**src/rtl/vram_arbiter_m_pkg.sv**
```systemverilog
// Shared GPU definitions: VRAM geometry, arbiter state/grant encodings and defaults.
`ifndef VRAM_ADDR_WIDTH
`define VRAM_ADDR_WIDTH 12
`endif
`ifndef VRAM_SIZE
`define VRAM_SIZE 2048
`endif

package vram_arbiter_m_pkg;

    localparam int unsigned FIFO_DEPTH_DEFAULT = 4;
    localparam int unsigned VRAM_AW            = `VRAM_ADDR_WIDTH;

    typedef enum logic {ST_CLOSED, ST_OPEN} arb_state_e;

    typedef enum logic [1:0] {GNT_NONE, GNT_CPU, GNT_FILL} grant_e;

    // One extra bit so a VRAM_SIZE of exactly 2**VRAM_AW still compares correctly.
    function automatic logic in_vram(input logic [VRAM_AW-1:0] addr);
        logic [VRAM_AW:0] limit;
        limit = (VRAM_AW+1)'(`VRAM_SIZE);
        return {1'b0, addr} < limit;
    endfunction

endpackage

```
**src/rtl/sync_fifo_m.sv**
```systemverilog
// Synchronous FIFO with occupancy count; push is ignored when full, pop when empty.
module sync_fifo_m #(
    parameter int unsigned WIDTH = 8,
    parameter int unsigned DEPTH = 4
) (
    input  logic                     clk,
    input  logic                     rst_n,
    input  logic                     push,
    input  logic [WIDTH-1:0]         push_data,
    input  logic                     pop,
    output logic [WIDTH-1:0]         pop_data,
    output logic [$clog2(DEPTH):0]   count,
    output logic                     full,
    output logic                     empty
);

    localparam int unsigned PW = $clog2(DEPTH);

    logic [WIDTH-1:0] mem [DEPTH];
    logic [PW-1:0]    wr_ptr;
    logic [PW-1:0]    rd_ptr;
    logic             do_push;
    logic             do_pop;

    assign full     = (count == (PW+1)'(DEPTH));
    assign empty    = (count == '0);
    assign do_push  = push && !full;
    assign do_pop   = pop && !empty;
    assign pop_data = mem[rd_ptr];

    // Pointers wrap naturally because DEPTH is a power of two.
    always_ff @(posedge clk or negedge rst_n) begin
        if (!rst_n) begin
            wr_ptr <= '0;
            rd_ptr <= '0;
            count  <= '0;
        end else begin
            if (do_push) wr_ptr <= wr_ptr + 1'b1;
            if (do_pop)  rd_ptr <= rd_ptr + 1'b1;
            case ({do_push, do_pop})
                2'b10:   count <= count + 1'b1;
                2'b01:   count <= count - 1'b1;
                default: count <= count;
            endcase
        end
    end

    always_ff @(posedge clk) begin
        if (do_push) mem[wr_ptr] <= push_data;
    end

endmodule

```
**src/rtl/vram_arbiter_m.sv**
```systemverilog
// VRAM write-port arbiter: buffered CPU writes and fill-engine writes share the port during vblank.
module vram_arbiter_m
    import vram_arbiter_m_pkg::*;
#(
    parameter int unsigned FIFO_DEPTH = FIFO_DEPTH_DEFAULT
) (
    input  logic                           clk,
    input  logic                           rst_n,
    input  logic                           write_window,
    input  logic                           cpu_valid,
    input  logic [`VRAM_ADDR_WIDTH-1:0]    cpu_address,
    input  logic [7:0]                     cpu_data,
    output logic                           cpu_ready,
    input  logic                           fill_valid,
    input  logic [`VRAM_ADDR_WIDTH-1:0]    fill_address,
    input  logic [7:0]                     fill_data,
    output logic                           fill_ready,
    output logic [`VRAM_ADDR_WIDTH-1:0]    vram_address,
    output logic [7:0]                     vram_data,
    output logic                           vram_write_enable,
    output logic [$clog2(FIFO_DEPTH):0]    fifo_count,
    output logic                           overflow,
    input  logic                           clear_overflow,
    output logic                           busy
);

    localparam int unsigned AW = `VRAM_ADDR_WIDTH;

    arb_state_e      state;
    grant_e          last_grant;
    grant_e          grant;
    logic            fifo_full;
    logic            fifo_empty;
    logic [AW+7:0]   fifo_head;
    logic            window_live;
    logic [AW-1:0]   gnt_address;
    logic [7:0]      gnt_data;

    assign cpu_ready   = !fifo_full;
    assign window_live = (state == ST_OPEN) && write_window;
    assign fill_ready  = (grant == GNT_FILL);
    assign busy        = (fifo_count != '0) || vram_write_enable;

    sync_fifo_m #(
        .WIDTH (AW + 8),
        .DEPTH (FIFO_DEPTH)
    ) u_cpu_fifo (
        .clk       (clk),
        .rst_n     (rst_n),
        .push      (cpu_valid),
        .push_data ({cpu_address, cpu_data}),
        .pop       (grant == GNT_CPU),
        .pop_data  (fifo_head),
        .count     (fifo_count),
        .full      (fifo_full),
        .empty     (fifo_empty)
    );

    always_comb begin
        grant = GNT_NONE;
        if (window_live) begin
            if (!fifo_empty && fill_valid)
                grant = (last_grant == GNT_FILL) ? GNT_CPU : GNT_FILL;
            else if (!fifo_empty)
                grant = GNT_CPU;
            else if (fill_valid)
                grant = GNT_FILL;
        end
    end

    always_comb begin
        gnt_address = fill_address;
        gnt_data    = fill_data;
        if (grant == GNT_CPU) begin
            gnt_address = fifo_head[AW+7:8];
            gnt_data    = fifo_head[7:0];
        end
    end

    // Out-of-range grants are still consumed, but leave the port idle and its address/data held.
    always_ff @(posedge clk or negedge rst_n) begin
        if (!rst_n) begin
            state             <= ST_CLOSED;
            last_grant        <= GNT_FILL;
            vram_write_enable <= 1'b0;
            vram_address      <= '0;
            vram_data         <= '0;
            overflow          <= 1'b0;
        end else begin
            state <= write_window ? ST_OPEN : ST_CLOSED;
            if (grant != GNT_NONE) last_grant <= grant;
            vram_write_enable <= (grant != GNT_NONE) && in_vram(gnt_address);
            if ((grant != GNT_NONE) && in_vram(gnt_address)) begin
                vram_address <= gnt_address;
                vram_data    <= gnt_data;
            end
            if (cpu_valid && !cpu_ready)
                overflow <= 1'b1;
            else if (clear_overflow)
                overflow <= 1'b0;
        end
    end

endmodule

```
**config.mk**
```make
export PLATFORM = sky130hd
export DESIGN_NAME = vram_arbiter_m
export DESIGN_NICKNAME = d
export VERILOG_FILES = /design/src/rtl/vram_arbiter_m_pkg.sv /design/src/rtl/sync_fifo_m.sv /design/src/rtl/vram_arbiter_m.sv
export SDC_FILE = /design/constraint.sdc
export NUM_CORES = 1
export LEC_CHECK = 0
export CAP_MARGIN = 20
export CORE_UTILIZATION = 25
export CTS_CLUSTER_SIZE = 10
export DETAILED_ROUTE_END_ITERATION = 10
export GPL_ROUTABILITY_DRIVEN = 0
export PLACE_DENSITY = 0.52
export SLEW_MARGIN = 20
export SYNTH_ARGS = -nofsm -noshare
export SYNTH_HDL_FRONTEND = slang
export SYNTH_SLANG_ARGS = --single-unit
```
**constraint.sdc**
```tcl
create_clock -name clk -period 3.07 [get_ports clk]
set_clock_uncertainty 0.2 [all_clocks]
set_input_delay 0.307 -clock clk [delete_from_list [all_inputs] [get_ports clk]]
set_output_delay 0.307 -clock clk [all_outputs]
set_load 0.02 [all_outputs]
```
Word-level counts from Yosys, hierarchy flattened --
Memory sizes are Yosys's and may differ from the RTL's. Cells that the tools add are included.
Cells by class: add/subtract/negate cells 4, multipliers 0, divide/modulo/power cells 0, $lt $le $gt $ge 1, equality and inequality tests 6, shift operators 0, multiplexer cells 13, bitwise logic cells 0, reductions and logical operators 14
Operators by type and width (number):
- $lt 12x12->1 const B | 1
- $mux 12 | 1
- $mux 2 | 5
- $mux 8 | 1
- $eq 2x2->1 const B | 3
- $logic_and 1x1->1 | 6
- $pmux 3 s2 | 1
- $reduce_bool 2->1 | 3
- $mux 1 | 5
- $add 2x1->2 const B | 2
- $eq 2x1->1 const B | 2
- $add 3x1->3 const B | 1
- $eq 3x3->1 const B | 1
- $logic_not 3->1 | 1
- $reduce_bool 3->1 | 1
- $sub 3x1->3 const B | 1
- $logic_not 1->1 | 2
- $logic_or 1x1->1 | 1
Storage, ports and cells: flip-flop bits (word level) 32, bits in latches 0, memory bits (writable) 80, ROM bits 0, bits of input ports 46, output and inout bits 28, word-level logic and storage cells 48, memories 1
Memories:
- u_cpu_fifo.mem | words 4, bits a word 20, rd ports 1, clocked after Yosys merged registers in 0, write ports 1, RTL line sync_fifo_m.sv:19 | logic [WIDTH-1:0] mem [DEPTH];

Depth between registers and ports, before layout --
Gate-level depths: netlist (run 1).
depth after elaboration 9, gate-level depth with buffers 9, depth with buffers taken out 9

Hierarchy --
A second synthesis (run 1) with hierarchy kept.
Unflattened totals: cell total of the unflattened synthesis 280, area total of the unflattened synthesis 4693.3 um^2
Modules (own cells, without submodules):
- sync_fifo_m | times used 1, cells each 141, area an instance 3331.9 um^2
- vram_arbiter_m | times used 1, cells each 139, area an instance 1361.3 um^2

Worst setup path before layout (run 1) --
OpenSTA, ideal clock, no wires.
path type reg-to-reg, start reg u_cpu_fifo.count[0], end reg u_cpu_fifo.count[2], library setup time 80 ps, arrival time 2127 ps, data required time 2790 ps, path slack 663 ps, stages on the path, launching flop included 10, buffers on the path 1, clock period less this slack 2407 ps, path through dfrtp_1 o311ai_4 a21oi_2 buf_6 ha_1 inv_1 fa_1 xor2_1 nor2_1 xor2_1
Between the ends: longest elaborated chain between the ends 9, elaborated cells between the ends (all ways) 17, those cells by class add/sub (2); eq/ne (4); mux (4); reduce/logical (7)
Ends and longest elaborated chain:
- from (decl) | RTL line sync_fifo_m.sv:12 | output logic [$clog2(DEPTH):0] count,
- from (signal assigned) | RTL line sync_fifo_m.sv:41 | 2'b10: count <= count + 1'b1;
- from (signal assigned) | RTL line sync_fifo_m.sv:42 | 2'b01: count <= count - 1'b1;
- from (signal assigned) | RTL line sync_fifo_m.sv:43 | default: count <= count;
- $logic_not 3->1 * | RTL line sync_fifo_m.sv:26 | assign empty = (count == '0);
- $logic_not 1->1 | RTL line sync_fifo_m.sv:28, vram_arbiter_m.sv:62
- $logic_and 1x1->1 | RTL line vram_arbiter_m.sv:62 | if (!fifo_empty && fill_valid)
- $mux 2 | RTL line vram_arbiter_m.sv:62
- $mux 2 | RTL line vram_arbiter_m.sv:61 | if (window_live) begin
- $eq 2x1->1 | RTL line vram_arbiter_m.sv:52 | .pop (grant == GNT_CPU),
- $logic_and 1x1->1 * | RTL line sync_fifo_m.sv:28 | assign do_pop = pop && !empty;
- net u_cpu_fifo.do_pop | RTL line sync_fifo_m.sv:23 | logic do_pop;
- $eq 2x1->1 / $eq 2x2->1 (equally long branches) | RTL line sync_fifo_m.sv:40 | case ({do_push, do_pop})
- $pmux 3 s2 / $reduce_bool 2->1 (equally long branches)
Mark *: on every way through the listed nets, which the timed path passes. The rest lies on a longest branch. A chain may end at the register's enable or synchronous reset.

Worst setup path after layout (run 1) --
start reg u_cpu_fifo.count[0], end out fill_ready
Between the ends: longest elaborated chain between the ends 6, elaborated cells between the ends (all ways) 7, those cells by class eq/ne (1); mux (3); reduce/logical (3)
Ends and longest elaborated chain:
- $logic_not 3->1 * | RTL line sync_fifo_m.sv:26
- $logic_not 1->1 | RTL line vram_arbiter_m.sv:62
- $logic_and 1x1->1 | RTL line vram_arbiter_m.sv:62
- $mux 2 * | RTL line vram_arbiter_m.sv:62
- $mux 2 * | RTL line vram_arbiter_m.sv:61
- $eq 2x2->1 * | RTL line vram_arbiter_m.sv:41 | assign fill_ready = (grant == GNT_FILL);
- to (decl) | RTL line vram_arbiter_m.sv:17 | output logic fill_ready,
Every way passes the cells marked *; elsewhere a longest branch is shown, timed or not.

==> metrics.txt, run 1 <==
synth warn 0; most common cell in the netlist edfxtp_1; Max Transition Viols Final 0; Pwr Total about 5.2 mW; area leader, netlist edfxtp_1; Tcrit/Tclk final 0.837; placed wire-length estimate just over 6 mm; Worst-Skew Late Latency 0.34 ns; CP top delay family buffers and inverters; Core Box Area between 15000 and 20000 um^2; CP peak stage delay ~0.6 ns; Clock transition at path regs 0.07 ns; Max IR drop VDD approximately 420 uV; max cap viols 0; Slew HR 0.469; Least-Margin Pin Slew 0.796 ns; Initial DRC Count approximately 130; root buf cell clkbuf_16; status complete, no violations; P_leak around 2.1 nW; Yosys top cell area share 0.525; WL met3 ~500 um; Seq pwr share 0.438; Yosys reg bits between 100 and 150; DIE HEIGHT between 100 and 150 um; count of different cell masters after synthesis 29; Seq/Total Area, Yosys 0.700; H-tree lvl count 3; Layout Utilization 0.330; # diodes 0; largest cells by area after synthesis edfxtp_1 52%, dfrtp_1 17%, mux4_2 9.8%; final WL ~9.2 mm; CP Cell Sequence nor3_1, o2111ai_1, inv_1, clkdlybuf4s50_1; Crit. End Element output pin; placed insts 530; ANT nets after route 0; fin crit period between 2 and 3 ns; pwr/cell area approximately 880 nW/um^2; Switching Share 0.300; total CTS buffers 9; drt drc 0; post-CTS setup buffers 0; CP max FO 6; Starting Density 0.255; Ports 74; Area Overhead vs Synth 29.3%; CP max stage cell clkdlybuf4s50_1; via count 2263; Post-synth top cells 80 x edfxtp_1, 31 x dfrtp_1, 22 x mux2_2; Critical Path RT approximately 2.6 ns; critical path class flip-flop to output pin; setup ws final between 0.4 and 0.5 ns; Routed WL per cell between 15 and 20 um; worst slack at placement 0.425 ns; Layout Cells excl Fill 547; Int Pwr approximately 3.6 mW; syn nets about 280; Sink Count ~110; grt ovf 0; # rows between 40 and 50; uppermost layer routed met4; Post-Syn Area per Cell around 20 um^2; largest net degree at the start of global routing 33; initial antenna violation count 0; CP Buf/Inv Count 2; Post-Route Setup TNS 0 ns; maximum buffer depth of the clock tree 2; fmax slightly below 400 MHz; TritonRoute pass-1 iters 4; netlist area before placement 4580 um^2; Crit path arrival time 2.06 ns; Comb pwr share 0.338; vias in the first global route 2525; Post-Syn Instances 227; worst hold slack ~0.30 ns; CTS tree yes; switching pwr between 1.5 and 2 mW; layout cells sized above 1 0.280; chip width 137 um; met2 wire length roughly 4.7 mm; final hold violations 0; global-route wire length before repair 14.3 mm; Hold/Removal Path Class flip-flop to flip-flop; PortBufs between 70 and 80; unrepaired setup endpoints after global routing no; vias per inst around 4.1; number of flops mapped to enable cells by yosys 80; wl on met1 3.93 mm; Clk pwr share 0.224; Async SR Flop Fraction 0.286; CP startpoint kind flip-flop; Post-synth top flop edfxtp_1; final instance area slightly below 6000 um^2; area post-placement ~5600 um^2; GRT Total Usage 0.105; nets@finish approximately 370; DIE AREA 18900 um^2; final setup violating endpoints 0
==> worst register-to-register path, cell delays in order, from the launching register on <==
cell and delay (ns):
dfrtp_1 0.47, o311ai_4 0.40, a21oi_4 0.06, buf_4 0.20
a2bb2oi_4 0.65, mux2_2 0.42
==> repair_timing <==
action | in CTS | in global routing
gates resized for setup | 0 | 0
hold buffers | 1 | 0
hold endpoints to repair | 31 | 0
==> flip-flops by register name, indices dropped and copies added, names as in the netlist <==
signal	count
state	1
vram_write_enable	1
vram_data	8
u_cpu_fifo.wr_ptr	2
last_grant	2
u_cpu_fifo.count	3
u_cpu_fifo.rd_ptr	2
overflow	1
vram_address	12
u_cpu_fifo.mem	80
==> cell families (layout without fill, tap and decap cells) <==
family	Yosys count	after routing	share of synthesized area
DFF	112	112	0.700
AOI/OAI and AO/OA	8	8	0.0191
muxes	60	60	0.210
buffers and inverters	18	109	0.0230
and+or+nand+nor	17	17	0.0180
adders and majority gates	6	6	0.0180
xor gates and xnor gates	6	6	0.0115
==> layout by cell type (no fill, tap or decap), types with 2 or more instances in the layout <==
cell | Yosys | layout
xor2_1 | 3 | 3
ha_1 | 5 | 5
buf_4 | 2 | 9
clkdlybuf4s50_1 | 0 | 72
clkinv_2 | 0 | 2
inv_1 | 10 | 10
mux2_4 | 17 | 17
nand2b_1 | 2 | 2
edfxtp_1 | 80 | 80
mux2_2 | 22 | 22
nor2_1 | 3 | 3
nand2_1 | 6 | 6
and3_1 | 4 | 4
clkbuf_16 | 0 | 9
xnor2_1 | 3 | 3
mux4_2 | 20 | 20
dfrtp_1 | 31 | 30
==> path summary, 6_finish.rpt <==
check | from | to | slack [ns] | depth (start not counted)
min in group asynchronous | rst_n | vram_data[2]$_DFFE_PN0P_ | 0.38 | 2
worst min register to register | vram_address[11]$_DFFE_PN0P_ | vram_address[11]$_DFFE_PN0P_ | 0.30 | 1
worst max register to register | u_cpu_fifo.count[0]$_DFFE_PN0P_ | vram_data[3]$_DFFE_PN0P_ | 0.56 | 5
max in group asynchronous | rst_n | u_cpu_fifo.rd_ptr[0]$_DFFE_PN0P_ | 1.71 | 2
worst min-delay path | vram_address[11]$_DFFE_PN0P_ | vram_address[11]$_DFFE_PN0P_ | 0.30 | 1
worst max-delay path | u_cpu_fifo.count[0]$_DFFE_PN0P_ | fill_ready | 0.50 | 4
==> area by class of cell <==
cell class,count,area (um^2)
flip-flops and latches,112,3210
inverters,10,37.5
clock buffers,11,243
multi-input cells,97,1290
repair buffers,83,803
fillers,1740,12000
well taps,229,287
clock inverters,5,56.3
==> metal layers <==
| metal | up-vias | global-route usage |
|---|---|---|
| met4 | 0 | 0.0330 |
| met2 | 45 | 0.180 |
| met5 | - | 0 |
| li1 | 1053 | - |
| met3 | 5 | 0.0320 |
| met1 | 1160 | 0.127 |
==> power groups by stage <==
stage          Combinational [mW]  Sequential (mW)  Clock, mW
2_1_floorplan               0.956             2.44          0
3_3_place_gp                 1.78             2.31          0
3_5_place_dp                 1.81             2.33          0
4_1_cts                      1.82             2.29       1.21
5_1_grt                      1.92             2.34       1.26
6_report                     1.76             2.28       1.17
No activity file was read; power rests on OpenSTA's default activity.
==> inputs of run 2 (changes only) <==
- clock period: 3.07 -> 2.5 ns (I/O delays scaled with it)
==> run 2 against run 1 <==
Compared with the run above: cell count rose by 0.55%; worst hold slack got worse by 0.0012 ns; global-route usage fell by 0.24 points; setup slack got worse by 0.30 ns; combinational power rose by 29%; sequential share of layout area fell by 0.72 points; first-iteration DRC count fell by 16%; critical path type is now flip-flop to flip-flop; largest power group unchanged.
==> metrics.txt, run 2 (synthesis gave the netlist of run 1 again) <==
Crit. End Element flip-flop (was output pin); setup ws final 0.202 ns (was 0.499 ns); critical path class flip-flop to flip-flop (was flip-flop to output pin); Seq pwr share 0.423 (was 0.438); CTS tree yes (unchanged); global-route wire length before repair 13.8 mm (was 14.3 mm); max cap viols 0 (unchanged); Sink Count 112 (unchanged); via count 2305 (was 2263); Core Box Area 18000 um^2 (unchanged); vias in the first global route 2503 (was 2525); P_leak 2.19 nW (was 2.14 nW); CP peak stage delay 0.47 ns (was 0.60 ns); Max IR drop VDD 447 uV (was 419 uV); CP Cell Sequence nor2_1, nand2_1, nand2_1, ha_1, inv_1, fa_1, xor2_1, nor2_1, xor2_1 (was nor3_1, o2111ai_1, inv_1, clkdlybuf4s50_1); status complete, no violations (unchanged); total CTS buffers 9 (unchanged); switching pwr 1.95 mW (was 1.56 mW); CP max stage cell dfrtp_1 (was clkdlybuf4s50_1); grt ovf 0 (unchanged); final WL 9.41 mm (was 9.23 mm); PortBufs 73 (unchanged); Routed WL per cell 17.1 um (was 16.9 um); pwr/cell area 1090 nW/um^2 (was 880 nW/um^2); Area Overhead vs Synth 31.0% (was 29.3%); final setup violating endpoints 0 (unchanged); Tcrit/Tclk final 0.919; most common cell after layout, fill and taps aside edfxtp_1 (unchanged); Least-Margin Pin Slew 0.798 ns (was 0.796 ns); ANT nets after route 0 (unchanged); GRT Total Usage 0.103 (was 0.105); Clock transition at path regs 0.07 ns (about the same); CP startpoint kind flip-flop (unchanged); maximum buffer depth of the clock tree 2 (unchanged); Slew HR 0.468 (was 0.469); DIE HEIGHT 137 um (unchanged); CP top delay family simple AND/OR/NAND/NOR gates (was buffers and inverters); Switching Share 0.299 (was 0.300); Critical Path RT 2.58 ns (was 2.56 ns); Ports 74 (unchanged); unrepaired setup endpoints after global routing no (unchanged); TritonRoute pass-1 iters 4 (unchanged); layout cells sized above 1 0.293 (was 0.280); CP max FO 6 (unchanged); chip width 137 um (unchanged); Comb pwr share 0.347 (was 0.338); Largest register FFs 80 (unchanged); # rows 49 (unchanged); commonest cells after routing, fill and taps aside 80 x edfxtp_1, 71 x clkdlybuf4s50_1, 30 x dfrtp_1 (was 80 x edfxtp_1, 72 x clkdlybuf4s50_1, 30 x dfrtp_1); Clk pwr share 0.230 (was 0.224); final hold violations 0 (unchanged); CP Buf/Inv Count 1 (was 2); root buf cell clkbuf_16 (unchanged); largest net degree at the start of global routing 33 (unchanged); drt drc 0 (unchanged); H-tree lvl count 3 (unchanged); DIE AREA 18900 um^2 (unchanged); fmax approximately 440 MHz; vias per inst 4.19 (was 4.14); Hold/Removal Path Class primary input to flip-flop (was flip-flop to flip-flop); Layout fillers 1712 (was 1740); Int Pwr 4.59 mW (was 3.65 mW); placed wire-length estimate 5.96 mm (was 6.09 mm); placed insts 532 (was 530); Max Transition Viols Final 0 (unchanged); initial antenna violation count 1 (was 0); # diodes 0 (unchanged); Largest Register u_cpu_fifo.mem (unchanged); Layout Cells excl Fill 550 (was 547); Crit path arrival time 2.38 ns (was 2.06 ns); biggest regs u_cpu_fifo.mem (80), vram_address (12), vram_data (8) (unchanged); Starting Density 0.255 (unchanged); fin crit period roughly 2.3 ns; worst slack at placement -0.0201 ns (was 0.425 ns); post-CTS setup buffers 0 (unchanged); nets@finish 368 (was 365); Worst-Skew Late Latency 0.35 ns (was 0.34 ns); Initial DRC Count 107 (was 128)
==> run 2: area by class of cell <==
| cell class | instances | area (um^2) | area share |
|---|---|---|---|
| clock buffer | 9 | 225 | 0.0375 |
| clock inverter | 7 | 86.3 | 0.0144 |
| inverter | 10 | 37.5 | 0.00626 |
| multi-input combinational | 98 | 1330 | 0.221 |
| sequential | 112 | 3210 | 0.534 |
| tap | 229 | 287 | 0.0478 |
| timing repair buffer | 85 | 833 | 0.139 |
==> run 2: worst paths after layout <==
kind	startpoint	to	slack, ns	cells after the start
max in group asynchronous	rst_n	u_cpu_fifo.rd_ptr[0]$_DFFE_PN0P_	1.22	2
min in group asynchronous	rst_n	vram_address[0]$_DFFE_PN0P_	0.33	2
max	u_cpu_fifo.count[0]$_DFFE_PN0P_	u_cpu_fifo.count[2]$_DFFE_PN0P_	0.20	9
min reg2reg	vram_data[2]$_DFFE_PN0P_	vram_data[2]$_DFFE_PN0P_	0.31	1
max reg2reg	u_cpu_fifo.count[0]$_DFFE_PN0P_	u_cpu_fifo.count[2]$_DFFE_PN0P_	0.20	9
min	clear_overflow	overflow$_DFFE_PN0P_	0.29	3
==> run 2: worst min-delay path: cells and delay by family <==
| kind | cells | cell delay [ns] |
|---|---|---|
| buf+inv | 2 | 0.45 |
| compound gates | 1 | 0.11 |
==> run 2: routing by layer <==
metal	up-vias	share of wire	global-route usage
li1	1061	-	-
met1	1185	0.44	0.126
met2	46	0.50	0.170
met3	13	0.045	0.0250
met4	0	0.019	0.0495
met5	-	0	0
==> run 2: through the flow <==
stage	util	instance area, um^2	power, mW	hold slack [ns]	TNS, ns
after detailed placement	0.314	5640	5.11	0.195	-0.139
after CTS	0.332	5960	6.63	0.272	0
after floorplan	-	4580	4.17	-0.246	0
after global placement	0.314	5640	5.07	0.193	0
after global routing	0.334	6000	6.89	0.308	0
final	0.334	6000	6.55	0.294	0
==> run 2: power groups by stage <==
stage	sequential, mW	clock (mW)	combinational, mW
floorplan	3.00	0	1.17
global placement	2.79	0	2.28
detailed placement	2.81	0	2.30
CTS	2.77	1.55	2.31
global route	2.82	1.62	2.45
finish	2.77	1.51	2.27
==> run 2: what timing repair did <==
item                       4_1_cts  5_1_grt
hold endpoints to repair        31        0
gates resized for setup          1        3
setup endpoints to repair        1       19
gates cloned                     0        1
hold buffers                     1        0
pin swaps                        1        0
==> inputs of run 3 (changes only) <==
- DONT_BUFFER_PORTS: default -> 1
- MAX_ROUTING_LAYER: default -> met4
- PLACE_DENSITY: 0.52 -> 0.47
==> run 3 against run 2 <==
Compared with the run above: critical path depth did not move; maximum frequency is 1.9% higher; sequential share of layout area up 2.5 points; die area stayed put; non-clock buffer count down 22; first-iteration DRC count shrank 20%; clock power is 7% lower; sequential power up 10%; global-route usage increased by 0.80 points; via count decreased by 3.7%; cell area shrank 4.5%; critical path type unchanged.
==> metrics.txt, run 3 (synthesis gave the netlist of run 1 again) <==
initial antenna violation count 0 (was 1); CP peak stage delay 0.51 ns (was 0.47 ns); GRT Total Usage 0.111 (was 0.103); largest net degree at the start of global routing 33 (unchanged); Largest Register u_cpu_fifo.mem (unchanged); DIE HEIGHT 137 um (unchanged); final WL 9.21 mm (was 9.41 mm); Tcrit/Tclk final 0.902 (was 0.919); H-tree lvl count 3 (unchanged); Crit. End Element flip-flop (unchanged); TritonRoute pass-1 iters 4 (unchanged); P_leak 2.09 nW (was 2.19 nW); Area Overhead vs Synth 25.1% (was 31.0%); chip width 137 um (unchanged); Ports 74 (unchanged); fin crit period 2.25 ns (was 2.30 ns); PortBufs 0 (was 73); Slew HR 0.745 (was 0.468); Crit path arrival time 2.33 ns (was 2.38 ns); Least-Margin Pin Slew 0.382 ns (was 0.798 ns); Pwr Total 6.09 mW (was 6.55 mW); ANT nets after route 0 (unchanged); total CTS buffers 9 (unchanged); DIE AREA 18900 um^2 (unchanged); vias in the first global route 2428 (was 2503); Routed WL per cell 17.5 um (was 17.1 um); CP startpoint kind flip-flop (unchanged); placed insts 466 (was 532); Post-Route Setup TNS 0 ns (unchanged); commonest cells after routing, fill and taps aside 80 x edfxtp_1, 44 x dlygate4sd3_1, 30 x dfrtp_1 (was 80 x edfxtp_1, 71 x clkdlybuf4s50_1, 30 x dfrtp_1); global-route wire length before repair 14.2 mm (was 13.8 mm); CTS tree yes (unchanged); CP max FO 5 (was 6); Hold/Removal Path Class primary input to flip-flop (unchanged); Starting Density 0.255 (unchanged); max cap viols 0 (unchanged); Initial DRC Count 86 (was 107); Largest register FFs 80 (unchanged); placed wire-length estimate 6.41 mm (was 5.96 mm); final setup violating endpoints 0 (unchanged); pwr/cell area 1060 nW/um^2 (was 1090 nW/um^2); status complete, no violations (unchanged); Core Box Area 18000 um^2 (unchanged); most common cell after layout, fill and taps aside edfxtp_1 (unchanged); fmax 443 MHz (was 435 MHz); Sink Count 112 (unchanged); maximum buffer depth of the clock tree 2 (unchanged); WHS Path Cells 3 (unchanged); vias per inst 4.21 (was 4.19); Worst-Skew Late Latency 0.35 ns (about the same); via count 2219 (was 2305); CTS resizes 0 (was 1); # rows 49 (unchanged); grt ovf 0 (unchanged); unrepaired setup endpoints after global routing no (unchanged); final hold violations 0 (unchanged); # diodes 0 (unchanged); root buf cell clkbuf_16 (unchanged); area of the multi-input gates 1290 um^2 (was 1330 um^2); drt drc 0 (unchanged); Critical Path RT 2.57 ns (was 2.58 ns); CP max stage cell dfrtp_1 (unchanged); critical path class flip-flop to flip-flop (unchanged); Max IR drop VDD 550 uV (was 447 uV); nets@finish 345 (was 368); Clock transition at path regs 0.07 ns (about the same); Worst R2R Path Depth 9 (unchanged); Layout fillers 1737 (was 1712); Layout Cells excl Fill 527 (was 550); layout cells sized above 1 0.326 (was 0.293); biggest regs u_cpu_fifo.mem (80), vram_address (12), vram_data (8) (unchanged); Max Transition Viols Final 0 (unchanged); Storage cell area 3210 um^2 (unchanged); CP Cell Sequence nor2_1, nand2_1, nand2_1, ha_1, inv_1, fa_1, xor2_1, nor2_1, xor2_1 (unchanged)
-- run 3: changes by cell type in the layout (fill, tap and decap cells not counted), moves of 2 or more --
cell             delta
clkdlybuf4s50_1    -71
dlygate4sd3_1      +43
buf_4               +6
buf_12              +2
clkbuf_1            +2
clkinv_2            -2
clkinvlp_4          +2
-- run 3: layout make-up --
| class | instances | area share |
|---|---|---|
| Sequential cell | 112 | 0.560 |
| Multi-Input combinational cell | 97 | 0.225 |
| Timing Repair Buffer | 63 | 0.108 |
| Tap cell | 229 | 0.0500 |
| Clock buffer | 11 | 0.0406 |
| Clock inverter | 5 | 0.0100 |
| Inverter | 10 | 0.00655 |
-- run 3: worst paths after layout --
check                                                 from                          endpoint  slack (ns)
max                        u_cpu_fifo.count[1]$_DFFE_PN0P_   u_cpu_fifo.count[2]$_DFFE_PN0P_        0.25
min                                             fill_valid  u_cpu_fifo.rd_ptr[0]$_DFFE_PN0P_        0.11
max reg2reg                u_cpu_fifo.count[1]$_DFFE_PN0P_   u_cpu_fifo.count[2]$_DFFE_PN0P_        0.25
min reg2reg                      last_grant[0]$_DFFE_PN0N_         last_grant[0]$_DFFE_PN0N_        0.33
max in group asynchronous                            rst_n         last_grant[1]$_DFFE_PN1N_        1.68
min in group asynchronous                            rst_n       vram_address[0]$_DFFE_PN0P_        0.16
-- run 3: layer usage --
layer / routed length, um / up-vias / global-route usage
li1: - / 1008 / -
met2: 4580 / 54 / 0.179
met1: 3920 / 1150 / 0.125
met5: 0 / - / -
met3: 596 / 7 / 0.0449
met4: 116 / 0 / 0.0348
-- run 3: worst max-delay path, delay by kind of cell (launching register included) --
family                     cells  cell delay (ns)
buffers and inverters          1             0.06
DFF                            1             0.51
xor gates and xnor gates       2             0.29
and+or+nand+nor                4             0.56
adders and majority gates      2             0.57
-- run 3: report_power, final --
| group | switching [mW] | total, mW | leakage, nW | internal (mW) |
|---|---|---|---|---|
| Combinational | 0.733 | 1.63 | 0.841 | 0.902 |
| Clock | 0.626 | 1.40 | 0.132 | 0.776 |
| Sequential | 0.526 | 3.05 | 1.11 | 2.53 |
| Total | 1.89 | 6.09 | 2.09 | 4.20 |
-- run 3: stage by stage --
step / utilization / hold WS [ns] / instance area (um^2) / setup WS, ns
after floorplan: - / -0.246 / 4580 / 0.0927
after global placement: 0.277 / -0.245 / 4980 / 0.295
after detailed placement: 0.277 / -0.245 / 4980 / 0.243
after CTS: 0.319 / 0.100 / 5730 / 0.221
after global routing: 0.319 / 0.113 / 5730 / 0.0940
final: 0.319 / 0.111 / 5730 / 0.245
-- run 3: repair_timing --
item                                    CTS  global route
buffers inserted                          0             0
hold endpoints to repair                137             0
hold buffers                             45             0
endpoints found under the setup margin    0             0
